[src/rtl/wb_orclr_bank.sv]
// rtl/wb_orclr_bank.sv - N_CH x WIDTH sticky OR-set / write-1-to-clear event bank on a pipelined Wishbone slave
// Define ORCLR_IRQ_EN to build the per-channel MASK registers and the combined irq_o.
module wb_orclr_bank #(
  parameter int N_CH  = 4,
  parameter int WIDTH = 32,
  parameter int AW    = 8
) (
  input  logic                    clk_i,
  input  logic                    rst_i,
  input  logic                    wb_cyc_i,
  input  logic                    wb_stb_i,
  input  logic                    wb_we_i,
  input  logic [AW-1:0]           wb_adr_i,
  input  logic [3:0]              wb_sel_i,
  input  logic [31:0]             wb_dat_i,
  output logic                    wb_ack_o,
  output logic                    wb_err_o,
  output logic                    wb_rty_o,
  output logic                    wb_stall_o,
  output logic [31:0]             wb_dat_o,
  input  logic [N_CH*WIDTH-1:0]   ev_i,
  output logic [N_CH*WIDTH-1:0]   status_o,
  output logic                    irq_o
);
  localparam int CW = AW - 3;

  logic [WIDTH-1:0] status_q [N_CH];
  logic [N_CH-1:0]  st_sel, st_sel_q;
  logic [WIDTH-1:0] rd_word, wdat_q;
  logic [31:0]      rdata_q;
  logic             mapped, req;
  logic             rd_busy, wr_busy, rd_v1, wr_v1, wr_v2, err1, err2;
  logic             unused;

`ifdef ORCLR_IRQ_EN
  logic [WIDTH-1:0] mask_q [N_CH];
  logic [N_CH-1:0]  mk_sel, mk_sel_q;
  logic             irq_any, irq_q;
`endif

  assign unused = ^{wb_sel_i, wb_adr_i[1:0], wb_dat_i};

  // Address decode: channel = adr[AW-1:3], adr[2] selects MASK over STATUS.
  always_comb begin
    st_sel  = '0;
    rd_word = '0;
`ifdef ORCLR_IRQ_EN
    mk_sel  = '0;
`endif
    for (int k = 0; k < N_CH; k++) begin
      if (wb_adr_i[AW-1:3] == CW'(k)) begin
        if (!wb_adr_i[2]) begin
          st_sel[k] = 1'b1;
          rd_word   = status_q[k];
        end
`ifdef ORCLR_IRQ_EN
        else begin
          mk_sel[k] = 1'b1;
          rd_word   = mask_q[k];
        end
`endif
      end
    end
  end

`ifdef ORCLR_IRQ_EN
  assign mapped = (|st_sel) | (|mk_sel);
`else
  assign mapped = |st_sel;
`endif

  // Busy flags plus the response itself block re-acceptance of a held request.
  assign req        = wb_cyc_i & wb_stb_i & ~rd_busy & ~wr_busy & ~wb_ack_o & ~wb_err_o;
  assign wb_stall_o = ~(wb_ack_o | wb_err_o) & wb_cyc_i & wb_stb_i;
  assign wb_rty_o   = 1'b0;

  always_ff @(posedge clk_i) begin
    if (rst_i) begin
      rd_busy  <= 1'b0;
      wr_busy  <= 1'b0;
      rd_v1    <= 1'b0;
      wr_v1    <= 1'b0;
      wr_v2    <= 1'b0;
      err1     <= 1'b0;
      err2     <= 1'b0;
      rdata_q  <= '0;
      wdat_q   <= '0;
      st_sel_q <= '0;
      wb_ack_o <= 1'b0;
      wb_err_o <= 1'b0;
      wb_dat_o <= '0;
    end else begin
      rd_v1 <= req & ~wb_we_i;
      wr_v1 <= req & wb_we_i;
      wr_v2 <= wr_v1;
      err2  <= err1;
      if (req) begin
        err1     <= ~mapped;
        rdata_q  <= 32'(rd_word);
        wdat_q   <= wb_dat_i[WIDTH-1:0];
        st_sel_q <= st_sel;
      end
      if (req & ~wb_we_i)
        rd_busy <= 1'b1;
      else if (rd_v1)
        rd_busy <= 1'b0;
      if (req & wb_we_i)
        wr_busy <= 1'b1;
      else if (wr_v2)
        wr_busy <= 1'b0;
      wb_ack_o <= (rd_v1 & ~err1) | (wr_v2 & ~err2);
      wb_err_o <= (rd_v1 & err1) | (wr_v2 & err2);
      wb_dat_o <= (rd_v1 & ~err1) ? rdata_q : '0;
    end
  end

  // Set wins: new events are ORed in after the write-1 clear is applied.
  always_ff @(posedge clk_i) begin
    for (int k = 0; k < N_CH; k++) begin
      if (rst_i)
        status_q[k] <= '0;
      else if (wr_v1 & st_sel_q[k])
        status_q[k] <= ev_i[k*WIDTH +: WIDTH] | (status_q[k] & ~wdat_q);
      else
        status_q[k] <= ev_i[k*WIDTH +: WIDTH] | status_q[k];
    end
  end

  always_comb begin
    status_o = '0;
    for (int k = 0; k < N_CH; k++)
      status_o[k*WIDTH +: WIDTH] = status_q[k];
  end

`ifdef ORCLR_IRQ_EN
  always_ff @(posedge clk_i) begin
    for (int k = 0; k < N_CH; k++) begin
      if (rst_i)
        mask_q[k] <= '0;
      else if (wr_v1 & mk_sel_q[k])
        mask_q[k] <= wdat_q;
    end
  end

  always_ff @(posedge clk_i) begin
    if (rst_i)
      mk_sel_q <= '0;
    else if (req)
      mk_sel_q <= mk_sel;
  end

  always_comb begin
    irq_any = 1'b0;
    for (int k = 0; k < N_CH; k++)
      irq_any = irq_any | (|(status_q[k] & mask_q[k]));
  end

  always_ff @(posedge clk_i) begin
    if (rst_i)
      irq_q <= 1'b0;
    else
      irq_q <= irq_any;
  end

  assign irq_o = irq_q;
`else
  assign irq_o = 1'b0;
`endif

endmodule

[config.mk]
export PLATFORM = sky130hd
export DESIGN_NAME = wb_orclr_bank
export DESIGN_NICKNAME = d
export VERILOG_FILES = /design/src/rtl/wb_orclr_bank.sv
export SDC_FILE = /design/constraint.sdc
export NUM_CORES = 1
export LEC_CHECK = 0
export ABC_CLOCK_PERIOD_IN_PS = 3100
export CORE_UTILIZATION = 49
export CTS_CLUSTER_DIAMETER = 200
export DETAILED_ROUTE_END_ITERATION = 7
export GPL_TIMING_DRIVEN = 0
export PLACE_DENSITY = 0.93
export RECOVER_POWER = 50
export SLEW_MARGIN = 5
export SYNTH_ARGS = -nofsm -noshare
export SYNTH_HDL_FRONTEND = slang
export SYNTH_SLANG_ARGS = --single-unit
[constraint.sdc]
create_clock -name clk_i -period 3.1 [get_ports clk_i]
set_input_delay 0.31 -clock clk_i [delete_from_list [all_inputs] [get_ports clk_i]]
set_output_delay 0.31 -clock clk_i [all_outputs]
set_load 0.02 [all_outputs]
; After elaboration in Yosys (flattened, before gate mapping)
; Memory sizes are Yosys's and may differ from the RTL's.
; Cells that the tools add are included.
[totals]
regBits = 109
mem_bits_rw = 128
input_bits = 177
memories = 1
[op_classes]
n_eq_ne = 3
muxes = 51
bitwise = 51
n_reduce_logical = 5
[memory_table]
columns = name, depth, width, read_ports, rd_ports_with_merged_regs, write_ports, line_no
row1 = status_q, 4, 32, 4, 0, 4, 27  ; logic [WIDTH-1:0] status_q [N_CH];
[op_table]
columns = cell, n
row1 = 32-bit 2-to-1 mux, 16
row2 = 32-bit OR, 8
row3 = 32-bit bitwise AND, 4
row4 = 1-bit 2-to-1 mux, 35
row5 = 32-bit inverter, 1
row6 = 1-bit bitwise AND, 17
row7 = 1-bit OR, 11
row8 = 5-bit by 2-bit == test with 1-bit output (second input constant), 2
row9 = 1-bit inverter, 10
row10 = 5-bit by 1-bit == test with 1-bit output (second input constant), 1
row11 = 5-bit zero test, 1
row12 = 2-bit nonzero test, 2
row13 = 4-bit OR reduction, 1
row14 = 2-bit OR reduction, 1

; Depth between registers and ports, before layout
; Gate-level depths: netlist of run 1.
; An unclocked memory read counts as a cell.
[logic_depth]
depth_word = 9
ltp_mapped = 6
depth_no_buf = 4

; Least setup slack after synthesis of run 1
; No wires, ideal clock.
[synth_timing]
kind = input-to-reg
from = in wb_adr_i[4]
to = reg rdata_q[10]
setup_time_ps = 146
arrival_time_ps = 1605
required_time_ps = 2954
path_slack_ps = 1349
cell_stages = 5
cell_sequence = clkbuf_1 clkbuf_1 mux2_2 a22oi_1 a211oi_2
[synth_between]
elab_chain_cells = 8
word_cells_on_any_way = 11
[synth_lines]
columns = item, line_no
row1 = "start, declared", 13  ; input logic [AW-1:0] wb_adr_i,
row2 = 5-bit zero test, 51  ; if (wb_adr_i[AW-1:3] == CW'(k)) begin
row3 = 32-bit 2-to-1 mux, 51
row4 = 32-bit 2-to-1 mux, 52  ; if (!wb_adr_i[2]) begin
row5 = 32-bit 2-to-1 mux, 51
row6 = 32-bit 2-to-1 mux, 52
row7 = 32-bit 2-to-1 mux, 51
row8 = 32-bit 2-to-1 mux, 52
row9 = 32-bit 2-to-1 mux *, 51
row10 = "end signal, assigned", 99  ; rdata_q <= 32'(rd_word);
row11 = "end, declared", 30  ; logic [31:0] rdata_q;
; Mark *: on every way between the ends. The rest lies on a longest branch, timed or not.
; A chain may end at the register's enable or synchronous reset.

; Worst setup path after layout of run 1
[layout_timing]
from = reg wb_err_o
to = out wb_stall_o
[layout_between]
elab_chain_cells = 4
[layout_lines]
columns = item, line_no
row1 = "start, declared", 17  ; output logic wb_err_o,
row2 = "start signal, assigned", 112  ; wb_err_o <= (rd_v1 & err1) | (wr_v2 & err2);
row3 = 1-bit OR, 74  ; assign wb_stall_o = ~(wb_ack_o | wb_err_o) & wb_cyc_i & wb_stb_i;
row4 = 1-bit inverter, 74
row5 = 1-bit bitwise AND (2 in series), 74
row6 = "end, declared", 19  ; output logic wb_stall_o,
; Every way passes these cells.

==> run summary, run 1 <==
Seq/Total Area, Yosys -> 59.8%
All-Layer GR Usage -> 33.2%
Synth Warn # -> 0
synthesized area -> 0.0101 mm2
area occupied by multi-input gates -> 0.00422 mm2
EDFF count, synth -> 128
reg-to-reg setup timing slack -> 1.04 ns
largest net degree at the start of global routing -> 15
vias in the first global route -> 9882
Max-Cap Viols -> 0
combinational family with the most area after synthesis -> simple AND/OR/NAND/NOR gates
Antenna Violating Nets Remaining -> 0
clk_lat worst skew -> 0.51 ns
Period minus WS final -> 2.11 ns
number of vias per cell -> 5.42
CTS tree -> done
Synth Flop Type -> edfxtp_1
Slew HR -> 40.0%
Crit. End Element -> output pin
Synth-to-Final Area Change -> 48.3%
final net count -> 1685
post-synthesis mux area share -> 3.80%
Slew Limit Fails -> 0
I/O Pins -> 342
WL final -> 35.2 mm
crit path launch -> wb_err_o
Hold Path Stages -> 3
CTS root buffer -> clkbuf_16
reg2reg end -> status_q[0][13]
Wirelength per Cell -> 19.6 um
clk buf depth -> 3
Max Clk Rate -> 0.473 GHz
drt drc -> 0
post-cts sizing count -> 0
R2R depth -> 6
Min-Delay Path Class -> input port to flop
outcome -> finished, final reports clean
Port-buffer cells -> 331
CTS buffer count -> 24
Initial Util -> 49.8%
maximum VDD drop -> 0.392 mV
Die Width -> 145 um
Setup CP Type -> flop to output pin
DRT iter0 DRCs -> 623
WP data arrival -> 1.80 ns
clock sink total -> 237
setup tns final -> 0 ns
DRT Pass-1 Iters -> 5
Synth Area in Simple Gates -> 17.2%
Fillers -> 1376
XOR/XNOR Fraction of Synth Area -> 0%
Crit Path Max Fanout -> 3
RSZ-0062 raised after global routing -> false
die height -> 145 um
grt total ovfl -> 0
CTS Hold Buffers Added -> 0
Setup-failing EPs final -> 0
layout cells sized above 1 -> 6.88%
clock slew at reported path FFs -> 0.06 ns
leakage -> 0.00560 uW
FFs w/ async S/R, synth -> 0%
end-of-flow core utilization -> 73.9%
total power draw -> 7470 uW
routed via count -> 9741
Register Area -> 0.00603 mm2
Worst EP required -> 2.79 ns
antenna violations before repair -> 2
R2R Path Start -> wr_v1
crit path to -> wb_stall_o
Post-CTS Setup Bufs -> 0
Synth Instances -> 1023
register share of total power -> 48.9%
Final Skew -> 0.00957 ns
sw power -> 1890 uW
Clk pwr share -> 37.0%
worst slew pin tran -> 0.899 ns
Combinational Power Share -> 14.1%
Final Cycle Share -> 68.1%
core area -> 0.0202 mm2
CP Launch Type -> flop
hold_sp -> wb_dat_i[29]
post-DP HPWL -> 25.6 mm
Rows -> 52
adder-cell share of the synthesized area -> 0%
final hold violation count -> 0
Cell Int Power -> 5590 uW
compound-cell area share of the yosys netlist -> 16.0%
H-tree levels -> 1
Yosys reg bits -> 237
die area -> 0.0212 mm2
post-synthesis cell type count -> 34
placer's final routability congestion estimate -> 0.904
switching share of power -> 25.2%
Avg Synthesized Cell Area -> 9.86 um2
first-pass GRT wire length -> 54.3 mm
PwrDens -> 500 mW/mm2
==> cell usage in the layout, fill, tap and decap left out, types with 2 or more instances in the layout <==
cell type,Yosys,layout
a211oi_1,2,2
a211oi_2,29,29
a21oi_1,197,197
a22oi_1,31,31
and2_0,0,12
and2_1,35,23
buf_2,8,7
buf_4,2,2
buf_6,3,3
clkbuf_1,59,72
clkbuf_16,0,26
clkbuf_8,0,2
clkdlybuf4s50_1,0,193
clkinv_1,0,3
conb_1,2,130
dfxtp_1,109,109
diode_2,0,2
dlygate4sd3_1,0,138
edfxtp_1,128,128
inv_1,2,2
mux2_1,2,2
mux2_2,28,28
mux4_2,2,2
nand2_1,200,200
nand3_1,3,3
nor2_1,161,161
nor2b_1,4,4
nor3b_1,3,3
==> sequential cells by signal, summed over array words and instances (netlist names) <==
signal	flops
status_q	128
rdata_q	32
wb_dat_o	32
wdat_q	32
st_sel_q	4
err1	1
err2	1
rd_busy	1
rd_v1	1
wb_ack_o	1
wb_err_o	1
wr_busy	1
wr_v1	1
wr_v2	1
==> worst min path at each step <==
stage               slack [ns]      endpoint
floorplan                 0.39         rd_v1
global placement          0.43  wb_dat_o[22]
detailed placement        0.44  wb_dat_o[17]
CTS                       0.34    wdat_q[18]
global route              0.36    wdat_q[20]
finish                    0.35    wdat_q[29]
==> power by group through the flow <==
stage | clock (uW) | sequential, uW | combinational, uW
global placement | 0 | 3710 | 1040
detailed placement | 0 | 3720 | 1070
global route | 2890 | 3670 | 1120
CTS | 2780 | 3650 | 1080
floorplan | 0 | 3810 | 362
finish | 2760 | 3650 | 1060
==> cells by family after synthesis <==
logic type	Yosys count
flip-flops	237
multiplexers	32
AO/OA/AOI/OAI	261
other	2
AND/OR/NAND/NOR	417
buffers and inverters	74
==> Yosys cell counts (4+ instances only) <==
cell type	instances	area (um2)
nor2_1	161	604
nand2_1	200	751
a211oi_2	29	363
edfxtp_1	128	3840
a21oi_1	197	986
nor2b_1	4	25.0
dfxtp_1	109	2180
a22oi_1	31	233
clkbuf_1	59	221
buf_2	8	40.0
mux2_2	28	315
and2_1	35	219
==> layout make-up <==
cell class,instances,share of cell area [%]
antenna,2,0.0335
multi-input combinational,840,28.2
buffer,72,2.07
clock buffer,40,4.84
tap,270,2.26
inverter,2,0.0502
clock inverter,4,0.109
timing repair buffer,331,22.2
sequential,237,40.3
==> through the flow <==
| step | worst slack [ns] | hold WS, ns | instance area (um2) | instances |
|---|---|---|---|---|
| after detailed placement | 0.513 | 0.440 | 14200 | 1752 |
| final | 0.988 | 0.348 | 15000 | 1798 |
| after global placement | 0.551 | 0.435 | 14200 | 1752 |
| after floorplan | 1.35 | 0.387 | 10600 | 1151 |
| after global routing | 0.867 | 0.360 | 15000 | 1797 |
| after CTS | 0.968 | 0.335 | 15000 | 1796 |
==> critical path, cell delays in order (launching register included) <==
cell and delay (ns):
dfxtp_1 0.30, nand4bb_1 0.24, inv_1 0.09, clkdlybuf4s50_1 0.65
==> layer usage <==
layer  global-route usage, %  routed length [um]  up-vias
met4                    16.0                1500        0
met5                       0                   0        -
li1                        -                   -     4398
met2                    58.9               17800      567
met1                    39.1               13000     4675
met3                    5.39                2980      101
Power figures use the tool's default switching activity.
==> run 2, diff against run 1 <==
--- a/config.mk
+++ b/config.mk
@@ -5,12 +5,12 @@
 export SDC_FILE = /design/constraint.sdc
 export NUM_CORES = 1
 export LEC_CHECK = 0
-export ABC_CLOCK_PERIOD_IN_PS = 3100
-export CORE_UTILIZATION = 49
+export ABC_CLOCK_PERIOD_IN_PS = 1900
+export CORE_UTILIZATION = 41
 export CTS_CLUSTER_DIAMETER = 200
 export DETAILED_ROUTE_END_ITERATION = 7
 export GPL_TIMING_DRIVEN = 0
-export PLACE_DENSITY = 0.93
+export PLACE_DENSITY = 0.84
 export RECOVER_POWER = 50
 export SLEW_MARGIN = 5
 export SYNTH_ARGS = -nofsm -noshare
==> constraint.sdc (replaced) <==
create_clock -name clk_i -period 1.9 [get_ports clk_i]
set_input_delay 0.19 -clock clk_i [delete_from_list [all_inputs] [get_ports clk_i]]
set_output_delay 0.19 -clock clk_i [all_outputs]
set_load 0.02 [all_outputs]
==> run 2 against run 1 <==
Hold slack got worse by 0.13 ns. Global-route usage decreased by 5.6 points. Register-to-register slack got worse by 0.95 ns. Die area increased by 19%. First-iteration DRC count increased by 62%. Via count decreased by 1.8%. Clock-buffer cell count decreased by 3. Cell count increased by 3.1%. Clock skew increased by 0.0015 ns. Critical path type is now input port to flop. Critical endpoint is now rdata_q[4].
==> run summary, run 2 (synthesis gave the netlist of run 1 again) <==
PwrDens -> 833 mW/mm2 (+67%)
sw power -> 3180 uW (+68%)
R2R Path Start -> wr_v1
Final Cycle Share -> 96.7%
worst setup margin -> 0.0619 ns (-0.926 ns)
Crit Path Max Fanout -> 10 (+7)
post-DP HPWL -> 25.9 mm (+1.3%)
clk_lat worst skew -> 0.52 ns (about the same)
Final Skew -> 0.0110 ns (+0.00147 ns)
CTS root buffer -> clkbuf_16
drt drc -> 0 (unchanged)
clock slew at reported path FFs -> 0.06 ns (about the same)
first-pass GRT wire length -> 53.4 mm (-1.7%)
Max-Cap Viols -> 0 (unchanged)
CP Launch Type -> input port
Worst path depth -> 6 (+3)
uppermost layer routed -> met4
placer's final routability congestion estimate -> 0.914 (+1.1%)
Clk pwr share -> 39.2% (+2.2 points)
DRT iter0 DRCs -> 1010 (+62%)
I/O Pins -> 342 (unchanged)
most frequent cells in the layout -> 230 x clkdlybuf4s50_1, 200 x nand2_1, 197 x a21oi_1
Setup-failing EPs final -> 0 (unchanged)
clk buf depth -> 3 (unchanged)
WL met2 -> 17.4 mm (-2.2%)
DRT Pass-1 Iters -> 5 (unchanged)
outcome -> finished, final reports clean
crit path cell chain -> clkdlybuf4s50_1 > or4_4 > nor2_2 > buf_2 > a22oi_1 > a211oi_2
max FFs per register -> 128 (unchanged)
Setup CP Type -> input port to flop
H-tree levels -> 1 (unchanged)
Port-buffer cells -> 331 (unchanged)
worst path bufs/invs -> 2 (unchanged)
crit path launch -> wb_adr_i[7]
worst slew pin tran -> 0.914 ns (+0.0145 ns)
CTS Hold Buffers Added -> 0 (unchanged)
die height -> 159 um (+9.2%)
maximum VDD drop -> 0.662 mV (+69%)
Die Width -> 159 um (+9.2%)
crit path to -> rdata_q[4]
Synth-to-Final Area Change -> 50.8%
clock sink total -> 237 (unchanged)
Combinational Power Share -> 13.8% (-0.3 points)
grt total ovfl -> 0 (unchanged)
Post-CTS Setup Bufs -> 0 (unchanged)
Slew Limit Fails -> 0 (unchanged)
Register Area -> 0.00603 mm2 (unchanged)
Reg with most FFs -> status_q
area occupied by multi-input gates -> 0.00426 mm2 (+0.98%)
crit-path max cell delay -> 0.60 ns (-0.05 ns)
core area -> 0.0242 mm2 (+20%)
final hold violation count -> 0 (unchanged)
register share of total power -> 47.0% (-1.9 points)
reg2reg end -> status_q[3][20]
area of placed instances -> 0.0143 mm2 (+0.48%)
Rows -> 57 (+9.6%)
R2R depth -> 6 (unchanged)
Max Clk Rate -> 0.544 GHz
WP data arrival -> 2.27 ns (+0.47 ns)
slowest cell on the critical path -> or4_4
layout cells sized above 1 -> 9.29% (+2.4 points)
Slew HR -> 39.1% (-0.96 points)
CTS tree -> done
commonest non-fill, non-tap cell in the layout -> clkdlybuf4s50_1
Antenna Violating Nets Remaining -> 0 (unchanged)
Fillers -> 1960 (+42%)
routed via count -> 9565 (-1.8%)
reg-to-reg setup timing slack -> 0.09 ns (-0.95 ns)
vias in the first global route -> 9470 (-4.2%)
antenna violations before repair -> 1 (-1)
post-cts sizing count -> 30 (+30)
WL final -> 35.1 mm (-0.41%)
largest net degree at the start of global routing -> 14 (-1)
Initial Util -> 41.6% (-8.2 points)
crit-path leading delay family -> simple AND/OR/NAND/NOR gates
Cell Int Power -> 9490 uW (+70%)
design area -> 0.0152 mm2 (+1.6%)
met3 wire len -> 2.51 mm (-16%)
final net count -> 1686 (+0.059%)
Min-Delay Path Class -> input port to flop
All-Layer GR Usage -> 27.5% (-5.6 points)
RSZ-0062 raised after global routing -> false
switching share of power -> 25.1% (-0.18 points)
Wirelength per Cell -> 18.9 um (-3.4%)
M1 WL -> 13.7 mm (+6.0%)
Placement Setup Slack -> -0.650 ns (-1.16 ns)
number of vias per cell -> 5.16 (-4.8%)
Crit. End Element -> flop
die area -> 0.0252 mm2 (+19%)
Worst EP required -> 2.33 ns (-0.46 ns)
leakage -> 0.00572 uW (+2.1%)
Period minus WS final -> 1.84 ns
CTS buffer count -> 26 (+8.3%)
==> run 2: cell types whose count changed in the layout (fill, tap and decap cells not counted), sizes merged <==
cell,before,now
bufinv,0,2
clkinvlp,0,1
dlygate4sd3,138,100
dlygate4sd2,0,1
diode,2,1
clkinv,4,7
inv,2,3
clkbuf,100,96
clkdlybuf4s50,193,230
==> run 2: area by class of cell <==
class | count | share of cell area [%]
tap | 324 | 2.67
clock inverter | 11 | 0.741
multi-input combinational | 840 | 28.0
buffer | 71 | 2.33
timing repair buffer | 331 | 21.8
clock buffer | 37 | 4.76
inverter | 2 | 0.0494
sequential | 237 | 39.6
antenna | 1 | 0.0165
==> run 2: per-stage QoR <==
| step | total power [uW] | util, % | instances | hold WS (ns) | setup TNS [ns] |
|---|---|---|---|---|---|
| floorplan | 6810 | - | 1151 | 0.267 | 0 |
| global route | 13100 | 62.7 | 1854 | 0.205 | 0 |
| CTS | 12800 | 62.6 | 1853 | 0.199 | 0 |
| global placement | 7760 | 58.9 | 1806 | 0.435 | -44.30 |
| finish | 12700 | 62.7 | 1854 | 0.221 | 0 |
| detailed placement | 7800 | 58.9 | 1806 | 0.440 | -49.43 |
==> run 2: worst min-delay path by stage <==
stage	start	slack [ns]	endpoint	cells after the start
2_1_floorplan	wb_we_i	0.27	rd_v1	1
3_3_place_gp	st_sel_q[0]	0.44	st_sel_q[0]	2
3_5_place_dp	rdata_q[6]	0.44	wb_dat_o[6]	1
4_1_cts	wb_dat_i[19]	0.20	wdat_q[19]	3
5_1_grt	wb_dat_i[17]	0.21	wdat_q[17]	3
6_report	wb_dat_i[0]	0.22	wdat_q[0]	3
==> run 2: routing by layer <==
metal / up-vias / global-route usage (%)
met2: 527 / 47.5
met1: 4549 / 34.0
met3: 90 / 4.10
met4: 0 / 12.2
li1: 4399 / -
met5: - / 0
==> run 2: power groups by stage <==
stage | Clock (uW) | Sequential, uW | Combinational, uW
after floorplan | 0 | 6220 | 590
after global placement | 0 | 6040 | 1720
after detailed placement | 0 | 6060 | 1740
after CTS | 5040 | 5950 | 1770
after global routing | 5240 | 5990 | 1870
final | 4960 | 5960 | 1750
==> run 2: worst reg2reg max path: stages, from the launching register on <==
cell	delay (ns)
dfxtp_1	0.40
and2_1	0.15
clkbuf_1	0.27
clkbuf_2	0.38
nand2_1	0.12
a21oi_1	0.17
nor2_1	0.06
==> run 3, diff against run 2 <==
--- a/config.mk
+++ b/config.mk
@@ -10,7 +10,7 @@
 export CTS_CLUSTER_DIAMETER = 200
 export DETAILED_ROUTE_END_ITERATION = 7
 export GPL_TIMING_DRIVEN = 0
-export PLACE_DENSITY = 0.84
+export PLACE_DENSITY = 0.76
 export RECOVER_POWER = 50
 export SLEW_MARGIN = 5
 export SYNTH_ARGS = -nofsm -noshare
==> run 3 against run 2 <==
Critical path depth down 1. Global-route usage down 0.17 points. Maximum frequency down 0.65%. Register-to-register slack worse by 0.04 ns. Critical endpoint is now st_sel_q[2].
==> run summary, run 3 (synthesis gave the netlist of run 1 again) <==
Hold Path Sink -> wdat_q[28]
post-DP HPWL -> 25.4 mm (-2.0%)
layout cells sized above 1 -> 9.14% (-0.15 points)
Antenna Violating Nets Remaining -> 0 (unchanged)
clk buf depth -> 3 (unchanged)
CTS tree -> done
Rows -> 57 (unchanged)
switching share of power -> 24.9% (-0.15 points)
Clk pwr share -> 38.7% (-0.5 points)
vias in the first global route -> 9379 (-0.96%)
clock slew at reported path FFs -> 0.06 ns (about the same)
commonest non-fill, non-tap cell in the layout -> clkdlybuf4s50_1
Setup CP Type -> flop to flop
crit path launch -> wb_err_o
first-pass GRT wire length -> 53.2 mm (-0.37%)
register share of total power -> 47.4% (+0.4 points)
Crit Path Max Fanout -> 10 (unchanged)
Max-Cap Viols -> 0 (unchanged)
CTS Hold Buffers Added -> 0 (unchanged)
most frequent cells in the layout -> 228 x clkdlybuf4s50_1, 200 x nand2_1, 196 x a21oi_1
Period minus WS final -> 1.85 ns (+0.0121 ns)
crit-path max cell delay -> 0.47 ns (-0.13 ns)
largest net degree at the start of global routing -> 14 (unchanged)
clock sink total -> 237 (unchanged)
DRT Pass-1 Iters -> 5 (unchanged)
Crit. End Element -> flop
Hold Path Stages -> 3 (unchanged)
reg2reg end -> st_sel_q[2]
grt total ovfl -> 0 (unchanged)
number of vias per cell -> 5.08 (-1.6%)
clk_lat worst skew -> 0.52 ns (about the same)
CTS root buffer -> clkbuf_16
placer's final routability congestion estimate -> 0.873 (-4.6%)
All-Layer GR Usage -> 27.4% (-0.17 points)
Combinational Power Share -> 13.9% (about the same)
Port-buffer cells -> 331 (unchanged)
reg-to-reg setup timing slack -> 0.05 ns (-0.04 ns)
die height -> 159 um (unchanged)
Die Width -> 159 um (unchanged)
CTS buffer count -> 26 (unchanged)
end-of-flow core utilization -> 62.7% (about the same)
Min Hold Slack -> 0.219 ns (-0.00164 ns)
Max Clk Rate -> 0.540 GHz (-0.65%)
WL final -> 35.0 mm (-0.23%)
Min-Delay Path Class -> input port to flop
R2R depth -> 5 (-1)
drt drc -> 0 (unchanged)
H-tree levels -> 1 (unchanged)
slowest cell on the critical path -> clkbuf_1
maximum VDD drop -> 0.545 mV (-18%)
Synth-to-Final Area Change -> 50.8% (about the same)
Slew Limit Fails -> 0 (unchanged)
Final Skew -> 0.00819 ns (-0.00285 ns)
Slew HR -> 42.4% (+3.3 points)
Initial Util -> 41.6% (unchanged)
Cell Int Power -> 9430 uW (-0.67%)
outcome -> finished, final reports clean
Setup-failing EPs final -> 0 (unchanged)
final net count -> 1689 (+0.18%)
max FFs per register -> 128 (unchanged)
Worst EP required -> 2.34 ns (about the same)
core area -> 0.0242 mm2 (unchanged)
sw power -> 3130 uW (-1.4%)
R2R Path Start -> wb_err_o
DRT iter0 DRCs -> 736 (-27%)
final hold violation count -> 0 (unchanged)
die area -> 0.0252 mm2 (unchanged)
worst slew pin tran -> 0.864 ns (-0.0502 ns)
crit path cell chain -> nand4bb_4 > nor3_4 > clkbuf_1 > nand3_1 > a21oi_1
RSZ-0062 raised after global routing -> true
I/O Pins -> 342 (unchanged)
WP data arrival -> 2.29 ns (+0.02 ns)
hold_sp -> wb_dat_i[28]
leakage -> 0.00570 uW (-0.35%)
routed via count -> 9422 (-1.5%)
antenna violations before repair -> 0 (-1)
Fillers -> 2054 (+4.8%)
Final Cycle Share -> 97.4% (+0.64 points)
Reg with most FFs -> status_q
PwrDens -> 826 mW/mm2 (-0.84%)
Inserted Diodes -> 0 (-1)
CP Launch Type -> flop
Wirelength per Cell -> 18.9 um (-0.34%)
==> run 3: cell types whose count changed in the layout (fill, tap and decap cells not counted), moves of 2 or more <==
cell / change
and2_0: +9
and2_1: -9
clkbuf_1: +4
clkinv_2: -3
buf_4: +2
clkbuf_8: +2
clkdlybuf4s50_1: -2
dlygate4sd3_1: +2
==> run 3: power groups by stage <==
stage | registers [uW] | logic [uW] | clock network (uW)
6_report | 5950 | 1740 | 4870
4_1_cts | 5950 | 1760 | 4930
5_1_grt | 5990 | 1860 | 5170
2_1_floorplan | 6220 | 590 | 0
3_3_place_gp | 6050 | 1720 | 0
3_5_place_dp | 6060 | 1740 | 0
==> run 3: layout make-up <==
| class | count | area [um2] | share of cell area, % |
|---|---|---|---|
| inverters | 2 | 7.51 | 0.0494 |
| multi-input cells | 840 | 4260 | 28.0 |
| plain buffers | 72 | 354 | 2.33 |
| repair buffers | 333 | 3330 | 21.9 |
| flip-flops and latches | 237 | 6030 | 39.6 |
| well taps | 324 | 405 | 2.67 |
| clock buffers | 41 | 758 | 4.99 |
| clock inverters | 7 | 62.6 | 0.412 |
==> run 3: metal layers <==
| layer | vias to the layer above | share of wire [%] | track usage, % |
|---|---|---|---|
| met3 | 77 | 7.4 | 4.10 |
| met1 | 4449 | 40 | 34.1 |
| li1 | 4407 | - | - |
| met2 | 489 | 49 | 48.2 |
| met5 | - | 0 | 0 |
| met4 | 0 | 3.1 | 9.14 |
==> run 3: metrics by stage <==
stage	cell area, um2	power (uW)	TNS (ns)	instances	setup WS (ns)
2_1_floorplan	10600	6810	0	1151	0.252
3_3_place_gp	14300	7770	-45.68	1806	-0.564
3_5_place_dp	14300	7800	-49.59	1806	-0.587
4_1_cts	15200	12600	0	1854	0.00111
5_1_grt	15200	13000	-0.407	1856	-0.0436
6_report	15200	12600	0	1856	0.0498
==> run 3: repair_timing <==
item,in CTS,in global routing
gates resized for setup,26,16
setup buffers,0,2
endpoints found under the setup margin,128,84
pin swaps,0,1
==> run 3: how the worst max path moves through the flow <==
stage                              end  slack [ns]  cells after the start
after floorplan            rdata_q[10]        0.25                      6
after global placement     rdata_q[19]       -0.56                      7
after detailed placement   rdata_q[13]       -0.59                      7
after CTS                 wb_dat_o[31]       0.001                      3
after global routing       rdata_q[30]       -0.04                      5
final                      st_sel_q[2]        0.05                      5
==> run 3: worst max-delay path, delay by kind of cell (launching register included) <==
kind | cells | cell delay, ns
AND/OR/NAND/NOR | 3 | 0.80
buffers and inverters | 1 | 0.47
flip-flops | 1 | 0.34
AO/OA/AOI/OAI | 1 | 0.16
